## src/rtl/apb_req_arbiter.sv

```systemverilog
// Round-robin request arbiter/sequencer in front of a single APB master bridge.
// Optional build macro APB_ARB_FIXED_PRIO_EN selects fixed lowest-index priority.
module apb_req_arbiter #(
  parameter int unsigned NUM_REQ     = 4,
  parameter int unsigned ADDR_W      = 9,
  parameter int unsigned DATA_W      = 8,
  parameter int unsigned HOLD_CYCLES = 2,
  parameter int unsigned GAP_CYCLES  = 1
) (
  input  logic                        pclk,
  input  logic                        preset,
  input  logic [NUM_REQ-1:0]          req,
  input  logic [NUM_REQ-1:0]          req_rw,
  input  logic [NUM_REQ*ADDR_W-1:0]   req_addr,
  input  logic [NUM_REQ*DATA_W-1:0]   req_wdata,
  output logic [NUM_REQ-1:0]          gnt,
  output logic [NUM_REQ-1:0]          rsp_valid,
  output logic [DATA_W-1:0]           rsp_rdata,
  output logic                        busy,
  output logic                        transfer,
  output logic                        read_write,
  output logic [ADDR_W-1:0]           apb_read_paddr,
  output logic [ADDR_W-1:0]           apb_write_paddr,
  output logic [DATA_W-1:0]           apb_write_data,
  input  logic [DATA_W-1:0]           apb_read_dataout
);

  localparam int unsigned IDX_W     = (NUM_REQ > 1) ? $clog2(NUM_REQ) : 1;
  localparam int unsigned CNT_MAX   = (HOLD_CYCLES > GAP_CYCLES) ? HOLD_CYCLES : GAP_CYCLES;
  localparam int unsigned CNT_W     = $clog2(CNT_MAX + 1);
  localparam int unsigned HOLD_LAST = HOLD_CYCLES - 1;
  localparam int unsigned GAP_LAST  = (GAP_CYCLES > 0) ? GAP_CYCLES - 1 : 0;

  typedef enum logic [1:0] {IDLE, XFER, DONE, GAP} state_t;

  state_t             state_q, state_n;
  logic [CNT_W-1:0]   cnt_q, cnt_n;
  logic [IDX_W-1:0]   owner_q, owner_n;
  logic [IDX_W-1:0]   base;

  logic [NUM_REQ-1:0] gnt_n, rsp_valid_n;
  logic [DATA_W-1:0]  rsp_rdata_n, apb_write_data_n;
  logic               busy_n, transfer_n, read_write_n;
  logic [ADDR_W-1:0]  apb_read_paddr_n, apb_write_paddr_n;

  logic [ADDR_W-1:0]  addr_arr  [NUM_REQ];
  logic [DATA_W-1:0]  wdata_arr [NUM_REQ];

  logic               win_found;
  logic [IDX_W-1:0]   win_idx;
  logic [IDX_W:0]     cand;

`ifdef APB_ARB_FIXED_PRIO_EN
  assign base = '0;
`else
  logic [IDX_W-1:0]   ptr_q, ptr_n;
  assign base = ptr_q;
`endif

  // Unpack the flat per-requester address/data buses.
  always_comb begin
    for (int i = 0; i < NUM_REQ; i++) begin
      addr_arr[i]  = req_addr[i*ADDR_W +: ADDR_W];
      wdata_arr[i] = req_wdata[i*DATA_W +: DATA_W];
    end
  end

  // First set request at or above the base index, wrapping explicitly.
  always_comb begin
    win_found = 1'b0;
    win_idx   = '0;
    cand      = '0;
    for (int k = 0; k < NUM_REQ; k++) begin
      cand = {1'b0, base} + (IDX_W+1)'(k);
      if (cand >= (IDX_W+1)'(NUM_REQ)) cand = cand - (IDX_W+1)'(NUM_REQ);
      if (!win_found && req[cand[IDX_W-1:0]]) begin
        win_found = 1'b1;
        win_idx   = cand[IDX_W-1:0];
      end
    end
  end

  always_ff @(posedge pclk or negedge preset) begin
    if (!preset) begin
      state_q         <= IDLE;
      cnt_q           <= '0;
      owner_q         <= '0;
`ifndef APB_ARB_FIXED_PRIO_EN
      ptr_q           <= '0;
`endif
      gnt             <= '0;
      rsp_valid       <= '0;
      rsp_rdata       <= '0;
      busy            <= 1'b0;
      transfer        <= 1'b0;
      read_write      <= 1'b0;
      apb_read_paddr  <= '0;
      apb_write_paddr <= '0;
      apb_write_data  <= '0;
    end else begin
      state_q         <= state_n;
      cnt_q           <= cnt_n;
      owner_q         <= owner_n;
`ifndef APB_ARB_FIXED_PRIO_EN
      ptr_q           <= ptr_n;
`endif
      gnt             <= gnt_n;
      rsp_valid       <= rsp_valid_n;
      rsp_rdata       <= rsp_rdata_n;
      busy            <= busy_n;
      transfer        <= transfer_n;
      read_write      <= read_write_n;
      apb_read_paddr  <= apb_read_paddr_n;
      apb_write_paddr <= apb_write_paddr_n;
      apb_write_data  <= apb_write_data_n;
    end
  end

  always_comb begin
    state_n           = state_q;
    cnt_n             = cnt_q;
    owner_n           = owner_q;
`ifndef APB_ARB_FIXED_PRIO_EN
    ptr_n             = ptr_q;
`endif
    gnt_n             = '0;
    rsp_valid_n       = '0;
    rsp_rdata_n       = rsp_rdata;
    transfer_n        = transfer;
    read_write_n      = read_write;
    apb_read_paddr_n  = apb_read_paddr;
    apb_write_paddr_n = apb_write_paddr;
    apb_write_data_n  = apb_write_data;

    unique case (state_q)
      IDLE: begin
        if (win_found) begin
          gnt_n[win_idx] = 1'b1;
          owner_n        = win_idx;
          transfer_n     = 1'b1;
          read_write_n   = req_rw[win_idx];
          if (req_rw[win_idx]) begin
            apb_read_paddr_n  = addr_arr[win_idx];
            apb_write_paddr_n = '0;
            apb_write_data_n  = '0;
          end else begin
            apb_read_paddr_n  = '0;
            apb_write_paddr_n = addr_arr[win_idx];
            apb_write_data_n  = wdata_arr[win_idx];
          end
`ifndef APB_ARB_FIXED_PRIO_EN
          ptr_n = (win_idx == IDX_W'(NUM_REQ - 1)) ? '0 : win_idx + IDX_W'(1);
`endif
          cnt_n   = '0;
          state_n = XFER;
        end
      end
      // Request fields live only in the output flops; inputs are ignored here.
      XFER: begin
        if (cnt_q == CNT_W'(HOLD_LAST)) begin
          transfer_n           = 1'b0;
          rsp_valid_n[owner_q] = 1'b1;
          rsp_rdata_n          = read_write ? apb_read_dataout : '0;
          state_n              = DONE;
        end else begin
          cnt_n = cnt_q + CNT_W'(1);
        end
      end
      DONE: begin
        read_write_n      = 1'b0;
        apb_read_paddr_n  = '0;
        apb_write_paddr_n = '0;
        apb_write_data_n  = '0;
        cnt_n             = '0;
        state_n           = (GAP_CYCLES > 0) ? GAP : IDLE;
      end
      GAP: begin
        if (cnt_q == CNT_W'(GAP_LAST)) begin
          state_n = IDLE;
        end else begin
          cnt_n = cnt_q + CNT_W'(1);
        end
      end
      default: state_n = IDLE;
    endcase

    busy_n = (state_n != IDLE);
  end

endmodule

```

## config.mk

```make
export PLATFORM = sky130hd
export DESIGN_NAME = apb_req_arbiter
export DESIGN_NICKNAME = d
export VERILOG_FILES = /design/src/rtl/apb_req_arbiter.sv
export SDC_FILE = /design/constraint.sdc
export NUM_CORES = 1
export LEC_CHECK = 0
export ABC_AREA = 1
export CAP_MARGIN = 20
export CORE_ASPECT_RATIO = 0.9
export CORE_MARGIN = 4
export CORE_UTILIZATION = 46
export CTS_CLUSTER_SIZE = 40
export DETAILED_ROUTE_END_ITERATION = 6
export GPL_TIMING_DRIVEN = 0
export PLACE_DENSITY = 0.86
export SYNTH_ARGS = -nofsm -noshare
export SYNTH_HDL_FRONTEND = slang
export SYNTH_SLANG_ARGS = --single-unit
```

## constraint.sdc

```tcl
create_clock -name pclk -period 4.8 [get_ports pclk]
set_input_delay 0.96 -clock pclk [delete_from_list [all_inputs] [get_ports pclk]]
set_output_delay 0.96 -clock pclk [all_outputs]
set_load 0.02 [all_outputs]
```

## Word level (Yosys, flattened, before mapping)

Cells that the tools add are included.

- Flip-flop bits (word level): 53
- Output and inout bits: 45
- Bits of input ports: 86

- Reductions and logical operators: 18
- Multiplexer cells: 60
- $add $sub $neg: 9
- Bitwise logic cells: 1
- Magnitude comparators: 13
- Eq/ne operators: 9

Operators with widths:

| operator | count |
|---|---|
| 9-bit two-way mux | 6 |
| 8-bit two-way mux | 5 |
| 9-bit one-hot mux with 2 select lines | 2 |
| 2-bit two-way mux | 15 |
| 9-bit binary-select mux with 2-bit select | 1 |
| 2-bit by 3-bit < comparator with 1-bit output (second input constant) | 6 |
| 8-bit binary-select mux with 2-bit select | 1 |
| 4-bit two-way mux | 4 |
| 2-bit one-hot mux with 4 select lines | 2 |
| 8-bit one-hot mux with 2 select lines | 1 |
| 1-bit two-way mux | 14 |
| 3-bit greater-or-equal comparator (second input constant) | 4 |
| 1-bit binary-select mux with 2-bit select | 5 |
| 2-bit != test (second input constant) | 4 |
| 2-bit by 1-bit subtractor with 2-bit output (second input constant) | 4 |
| 2-bit by 2-bit adder with 3-bit output (second input constant) | 2 |
| 2-bit == test (second input constant) | 3 |
| 2-bit AND reduction | 3 |
| 3-bit AND reduction | 2 |
| 2-bit nonzero test | 3 |
| 1-bit logical AND | 5 |
| 2-bit by 1-bit adder with 2-bit output (second input constant) | 2 |
| 1-bit demux with 2-bit select | 2 |
| 2-bit by 1-bit == test with 1-bit output (second input constant) | 2 |
| 7 further kinds | 12 |

## Longest topological paths before layout

Gate-level depths: netlist of run 1.

- Depth after elaboration: 21
- Depth in mapped cells: 17
- Depth with buffers taken out: 15

## Worst setup path before layout of run 1

OpenSTA, ideal clock, no wires.

- Kind: input to register
- Start point: input req[3]
- End point: register ptr_q[1], in the netlist base[1]
- Slack: 2.377 ns
- Required time: 4.674 ns
- Arrival: 2.297 ns
- Stages on the path: 12
- Buffers on the path: 1
- Path through: inv_1 > nand2_1 > nand3_1 > nand2_2 > nor2_4 > nand3_4 > nand3_4 > buf_4 > inv_2 > ha_1 > nand2_1 > o21ai_0

- Word-level cells in the longest chain between the ends: 14

RTL lines:

| element | line | source |
|---|---|---|
| start, declared | 12 | `input logic [NUM_REQ-1:0] req,` |
| 1-bit binary-select mux with 2-bit select | 76 | `if (!win_found && req[cand[IDX_W-1:0]]) begin` |
| 1-bit two-way mux (implied by the code) | 76 |  |
| 1-bit two-way mux | 76 |  |
| 1-bit zero test | 76 |  |
| 1-bit logical AND | 76 |  |
| 1-bit two-way mux | 76 |  |
| 1-bit zero test | 76 |  |
| 1-bit logical AND | 76 |  |
| 1-bit two-way mux | 76 |  |
| 1-bit zero test | 76 |  |
| 1-bit logical AND | 76 |  |
| 2-bit two-way mux * | 76 |  |
| via win_idx[0] | 50 | `logic [IDX_W-1:0] win_idx;` |
| 2-bit by 1-bit adder with 2-bit output or 2-bit == test (tied branches) | 152 | `ptr_n = (win_idx == IDX_W'(NUM_REQ - 1)) ? '0 : win_idx + IDX_W'(1);` |
| 2-bit two-way mux * | 152 |  |
| end signal, assigned | 105 | `ptr_q <= ptr_n;` |
| end, declared | 56 | `logic [IDX_W-1:0] ptr_q, ptr_n;` |

Mark *: on every way through the listed nets, which the timed path passes. The rest lies on a longest branch. The select of a mux whose other input is x is not followed.
A chain may end at the register's enable or synchronous reset.

## Final worst setup path of run 1

- Start point: input req[1]
- End point: register ptr_q[1], in the netlist base[1]

Same word-level chain as after synthesis.

==> metrics.txt, run 1 <==
RSZ-0062 raised after global routing=no; CTS clk-pin slew, worst paths=0.10 ns; sequential fraction of the synthesis area=0.427; H-tree level count=2; die area=0.00813 mm²; Switching Fraction=0.538; # nets final=662; Clock Latency Late Sink=0.32 ns; library cells used by synthesis=27; post-synthesis async set-or-reset flop share=1.00; Critical Path Source Type=input pin; sequential share of power=0.197; final antenna-violating net count=0; # DRC=0; Die Span Y=85.9 µm; post-DP HPWL=7570 µm; Crit path required time=5.01 ns; dpl cells=653; reg2reg setup slack=2.50 ns; Clock Path Buffers=2; Placeable Area=0.00655 mm²; Final Setup Violations=0; Fin Setup TNS=0 ns; Syn Inst Count=432; worst setup path class=input pin to flop; initial antenna violation count=0; num rows=28; CP endpoint kind=flop; Leak=0.00234 µW; number of synthesized register bits=53; # hold bufs at CTS=0; hold worst-path end=rsp_valid[2]; first-pass GRT wire length=15400 µm; clock skew=0.00916 ns; Mean Syn Cell Area=7.18 µm²; gpl congestion=0.892; critical path peak fanout=11; Slew Limit Fails=0; Final min period=2.84 ns; YS warnings=0; Worst Hold Class=flop to flop; Non-Filler Instances=661; CTS tree=built; Synth Cell Area=0.00310 mm²; Max Fclk=352 MHz; pwr/cell area=768 mW/mm²; initial drt markers=219; antenna fix cells=0; TritonCTS Buffers=5; Port Buffers=130; CP Launch Point=req[1]; First-pass DRT Iterations=5; FF-to-FF End=base[1]; vias per cell=4.99; clock power share=0.077; post_cts resized=0; Starting Density=0.474; Wirelength per Cell=14.6 µm; Hold Fails Final Rpt=0; layout cells sized above 1=0.0771; Hold Crit Start=owner_q[0]; Critical R2R Launch=base[0]; switching pwr=1910 µW; routed vias=3298; status=completed; peak supply drop=0.636 mV; vias in the first global route=3171; Worst Reg-to-Reg Cells=13; total routed wirelength=9680 µm; worst slew pin tran=0.640 ns; Post-CTS Setup Bufs=0; GR Util All Layers=0.240; Sink Count=53; number of synthesized flops with an enable pin=0; Top FF cell, synth=dfrtp_1; Synth-to-Final Area Change=49.2%; slew margin rel.=0.573; Gate power share=0.726; CTS root buf=clkbuf_8; chip width=94.6 µm; Tcrit/Tclk final=0.592; GRT overflow=0; I/O pin count=131; Critical Path AT=3.04 ns; hold path cells=1; Int Pwr=1640 µW; Mapped Nets=524; Max Cap Violations=0; largest net degree at the start of global routing=29
==> state kept, by name (all words and copies together) (netlist names), 4 cells and up <==
name	cells
apb_write_data	8
apb_write_paddr	9
apb_read_paddr	9
rsp_valid	4
rsp_rdata	8
gnt	4
==> critical path: stages <==
cell	delay [ns]
clkdlybuf4s50_1	0.42
inv_1	0.08
nand2_1	0.06
nand3_1	0.14
nand2_2	0.10
nor2_4	0.17
nand3_4	0.14
nand3_4	0.15
buf_4	0.23
inv_2	0.15
ha_1	0.32
nand2_1	0.06
o21ai_0	0.06
==> Yosys cell counts, types with 3 or more instances <==
cell type,count,area share
nand2_2,7,0.014
nor2_1,26,0.031
nand3_1,15,0.024
buf_2,8,0.013
buf_4,4,0.0097
o211ai_1,24,0.058
ha_1,6,0.024
o21ai_0,20,0.032
nand4_1,7,0.014
buf_6,3,0.011
inv_2,4,0.0048
nand2_1,188,0.23
dfrtp_1,53,0.43
nor3_1,4,0.0065
inv_1,47,0.057
==> per-layer routing <==
layer	global-route usage	vias up	wire [µm]
met3	0.0412	12	729
li1	-	1625	-
met4	0.0603	0	157
met2	0.412	141	4890
met5	0	-	0
met1	0.316	1520	3900
==> kinds of logic (layout without fill, tap and decap cells) <==
logic type,Yosys count,count (layout),share of synthesized area
buf+inv,71,210,0.103
compound gates,48,48,0.0976
fa+ha+maj,6,6,0.0242
simple gates,254,254,0.348
flops,53,53,0.427
==> layout by cell type, fill, tap and decap left out, types with 2 or more instances in the layout <==
| cell type | count |
|---|---|
| o211ai_1 | 24 |
| ha_1 | 6 |
| o21ai_1 | 2 |
| clkbuf_1 | 2 |
| inv_6 | 2 |
| buf_2 | 9 |
| nand4_1 | 7 |
| nand2_1 | 188 |
| o21ai_0 | 20 |
| buf_6 | 3 |
| nor3_1 | 4 |
| nand3_4 | 2 |
| nand2_2 | 7 |
| inv_2 | 4 |
| buf_4 | 4 |
| inv_1 | 47 |
| dfrtp_1 | 53 |
| nand3_1 | 15 |
| nor2_1 | 26 |
| clkdlybuf4s50_1 | 129 |
| nor2_4 | 2 |
| clkbuf_8 | 5 |
==> layout make-up <==
class | instances | area (µm²)
well taps | 90 | 113
clock inverters | 3 | 28.8
fillers | 531 | 1920
inverters | 53 | 204
repair buffers | 131 | 1320
clock buffers | 5 | 68.8
flip-flops and latches | 53 | 1330
multi-input cells | 308 | 1460
plain buffers | 18 | 115
==> power groups by stage <==
stage,registers [µW],clock network [µW],logic (µW)
4_1_cts,699,275,2580
3_5_place_dp,707,0,2560
2_1_floorplan,840,0,1590
5_1_grt,719,298,2850
6_report,700,274,2580
3_3_place_gp,699,0,2470
==> worst max-delay path by stage <==
stage | slack, ns | to
floorplan | 2.38 | base[1]
global placement | 1.29 | gnt[1]
detailed placement | 1.62 | base[1]
CTS | 1.97 | base[1]
global route | 1.79 | base[1]
finish | 1.96 | base[1]
==> through the flow <==
step	area [µm²]	utilization	worst slack, ns	power, µW	hold WS (ns)
final	4630	0.707	1.96	3560	0.472
after global routing	4630	0.707	1.79	3870	0.492
after CTS	4630	0.707	1.97	3550	0.475
after detailed placement	4530	0.692	1.62	3270	0.462
after global placement	4520	0.689	1.29	3160	0.449
after floorplan	3100	-	2.38	2430	0.431
No activity file was read; power rests on OpenSTA's default activity.
==> run 2, diff against run 1 <==
--- a/config.mk
+++ b/config.mk
@@ -9,11 +9,11 @@
 export CAP_MARGIN = 20
 export CORE_ASPECT_RATIO = 0.9
 export CORE_MARGIN = 4
-export CORE_UTILIZATION = 46
+export CORE_UTILIZATION = 39
 export CTS_CLUSTER_SIZE = 40
 export DETAILED_ROUTE_END_ITERATION = 6
 export GPL_TIMING_DRIVEN = 0
-export PLACE_DENSITY = 0.86
+export PLACE_DENSITY = 0.77
 export SYNTH_ARGS = -nofsm -noshare
 export SYNTH_HDL_FRONTEND = slang
 export SYNTH_SLANG_ARGS = --single-unit
==> constraint.sdc (replaced) <==
create_clock -name pclk -period 2.6 [get_ports pclk]
set_input_delay 0.52 -clock pclk [delete_from_list [all_inputs] [get_ports pclk]]
set_output_delay 0.52 -clock pclk [all_outputs]
set_load 0.02 [all_outputs]
==> run 2 against run 1 <==
Effect of this change:
- die area rose by 16%
- worst setup slack got worse by 1.7 ns
- sequential share of layout area fell by 0.14 points
- final cell count rose by 0.91%
- total power rose by 84%
- flip-flop and latch count did not move
- combinational power rose by 81%
- wire length fell by 3.5%
- critical path depth did not move
- clock skew fell by 0.0043 ns
- clock-buffer cell count did not move
- via count fell by 2.3%
==> metrics.txt, run 2 (synthesis results as in run 1) <==
status=completed; routed vias=3222 (-2.3%); cell area after layout=0.00465 mm² (+0.49%); initial antenna violation count=0 (unchanged); Leak=0.00235 µW (+0.34%); First-pass DRT Iterations=4 (-1); antenna fix cells=0 (unchanged); RSZ-0062 raised after global routing=no; GR Util All Layers=0.190 (-0.0497); Post-DP Area=0.00454 mm² (+0.17%); worst slew pin tran=0.570 ns (-0.0705 ns); chip width=102 µm (+7.9%); # hold bufs at CTS=0 (unchanged); CTS clk-pin slew, worst paths=0.10 ns (about the same); CP max stage cell=clkdlybuf4s50_1; Starting Density=0.405 (-0.0684); fill count=697 (+31%); Hold Fails Final Rpt=0 (unchanged); CTS root buf=clkbuf_8; largest net degree at the start of global routing=31 (+6.9%); post-DP HPWL=7430 µm (-1.9%); peak supply drop=0.674 mV (+5.9%); Wirelength per Cell=14.0 µm (-4.4%); Worst Reg-to-Reg Cells=13 (unchanged); min setup slack post-route=0.266 ns (-1.69 ns); Die Span Y=92.6 µm (+7.8%); total routed wirelength=9340 µm (-3.5%); die area=0.00945 mm² (+16%); Critical Path AT=2.52 ns (-0.52 ns); Non-Filler Instances=667 (+0.91%); Final Setup Violations=0 (unchanged); pwr/cell area=1410 mW/mm² (+83%); Worst Hold Class=input pin to asynchronous set/reset pin; post_cts resized=0 (unchanged); Crit path required time=2.79 ns (-2.22 ns); top flop regs=apb_read_paddr x9, apb_write_paddr x9; I/O pin count=131 (unchanged); Placeable Area=0.00766 mm² (+17%); CP endpoint kind=flop; Fin Setup TNS=0 ns (unchanged); Hold WS=0.202 ns (-0.271 ns); Max Cap Violations=0 (unchanged); vias per cell=4.83 (-3.2%); Sink Count=53 (unchanged); most common cell after layout, fill and taps aside=nand2_1; # DRC=0 (unchanged); final antenna-violating net count=0 (unchanged); crit path cell chain=clkdlybuf4s50_1 -> inv_1 -> nand2_1 -> nand3_1 -> nand2_2 -> nor2_4 -> nand3_4 -> nand3_4 -> buf_4 -> inv_2 -> ha_1 -> nand2_1 -> o21ai_0; first-pass GRT wire length=14400 µm (-6.9%); layout cells sized above 1=0.0771 (unchanged); gpl congestion=0.833 (-6.6%); num rows=30 (+7.1%); Slew Limit Fails=0 (unchanged); Post-CTS Setup Bufs=0 (unchanged); TritonCTS Buffers=5 (unchanged); critical path peak fanout=11 (unchanged); vias in the first global route=2991 (-5.7%); Synth-to-Final Area Change=49.9%; most frequent cells in the layout=nand2_1 (188), clkdlybuf4s50_1 (129), dfrtp_1 (53); Critical Path Source Type=input pin; dpl ws=-0.0752 ns (-1.70 ns); CTS tree=built; reg2reg setup slack=0.36 ns (-2.14 ns); worst setup path class=input pin to flop; CP peak stage delay=0.42 ns (about the same); Clock Path Buffers=2 (unchanged); clock skew=0.00489 ns (-0.00427 ns); Tcrit/Tclk final=0.898; Max Fclk=429 MHz; dpl cells=659 (+0.92%); H-tree level count=2 (unchanged); Clock Latency Late Sink=0.30 ns (-0.02 ns); Final min period=2.33 ns; Port Buffers=130 (unchanged); initial drt markers=205 (-6.4%); slew margin rel.=0.620 (+0.0470); # nets final=662 (unchanged); GRT overflow=0 (unchanged)
-- run 2: cell count changes in the layout (fill, tap and decap cells not counted) --
cell       change
inv_8          -1
clkinv_2       +1
clkinv_4       -1
bufinv_16      +1
-- run 2: final cells by class --
class | count | area (µm²) | area share
Clock inverter | 3 | 43.8 | 0.00941
Timing Repair Buffer | 131 | 1320 | 0.283
Buffer | 18 | 115 | 0.0247
Multi-Input combinational cell | 308 | 1460 | 0.313
Tap cell | 96 | 120 | 0.0258
Clock buffer | 5 | 68.8 | 0.0148
Sequential cell | 53 | 1330 | 0.285
Inverter | 53 | 204 | 0.0438
-- run 2: routing by layer --
layer	up-vias	GRT usage	share of wire
li1	1621	-	-
met2	94	0.326	0.50
met4	0	0.0415	0.010
met3	8	0.0226	0.047
met1	1499	0.257	0.45
met5	-	0	0
-- run 2: worst max-delay path: cells and delay by family --
kind | cells | cell delay (ns)
buffers and inverters | 4 | 0.82
AOI/OAI and AO/OA | 1 | 0.07
adders and majority gates | 1 | 0.31
and+or+nand+nor | 7 | 0.80
-- run 2: path summary, 6_finish.rpt --
check                      startpoint                  to
max                            req[1]             base[1]
min                            preset  apb_write_paddr[1]
max reg2reg                   base[0]             base[1]
min reg2reg                owner_q[0]        rsp_valid[0]
max in group asynchronous      preset          state_q[0]
min in group pclk          owner_q[0]        rsp_valid[0]
-- run 2: report_power, final --
part           switching, µW  total [µW]  leakage, µW  internal, µW
registers                168        1300     0.000694          1130
clock network            270         559    0.0000585           289
logic                   2990        4680      0.00160          1700
-- run 2: through the flow --
stage                     power, µW   util
after global placement         5890  0.591
after CTS                      6580  0.608
final                          6540  0.608
after detailed placement       6000  0.593
after floorplan                4490      -
after global routing           7160  0.608
==> run 3, diff against run 2 <==
--- a/config.mk
+++ b/config.mk
@@ -14,6 +14,7 @@
 export DETAILED_ROUTE_END_ITERATION = 6
 export GPL_TIMING_DRIVEN = 0
 export PLACE_DENSITY = 0.77
+export SETUP_SLACK_MARGIN = 0.05
 export SYNTH_ARGS = -nofsm -noshare
 export SYNTH_HDL_FRONTEND = slang
 export SYNTH_SLANG_ARGS = --single-unit
==> results of run 3 <==
The final DEF is identical to that of run 2; final timing and power are the same.
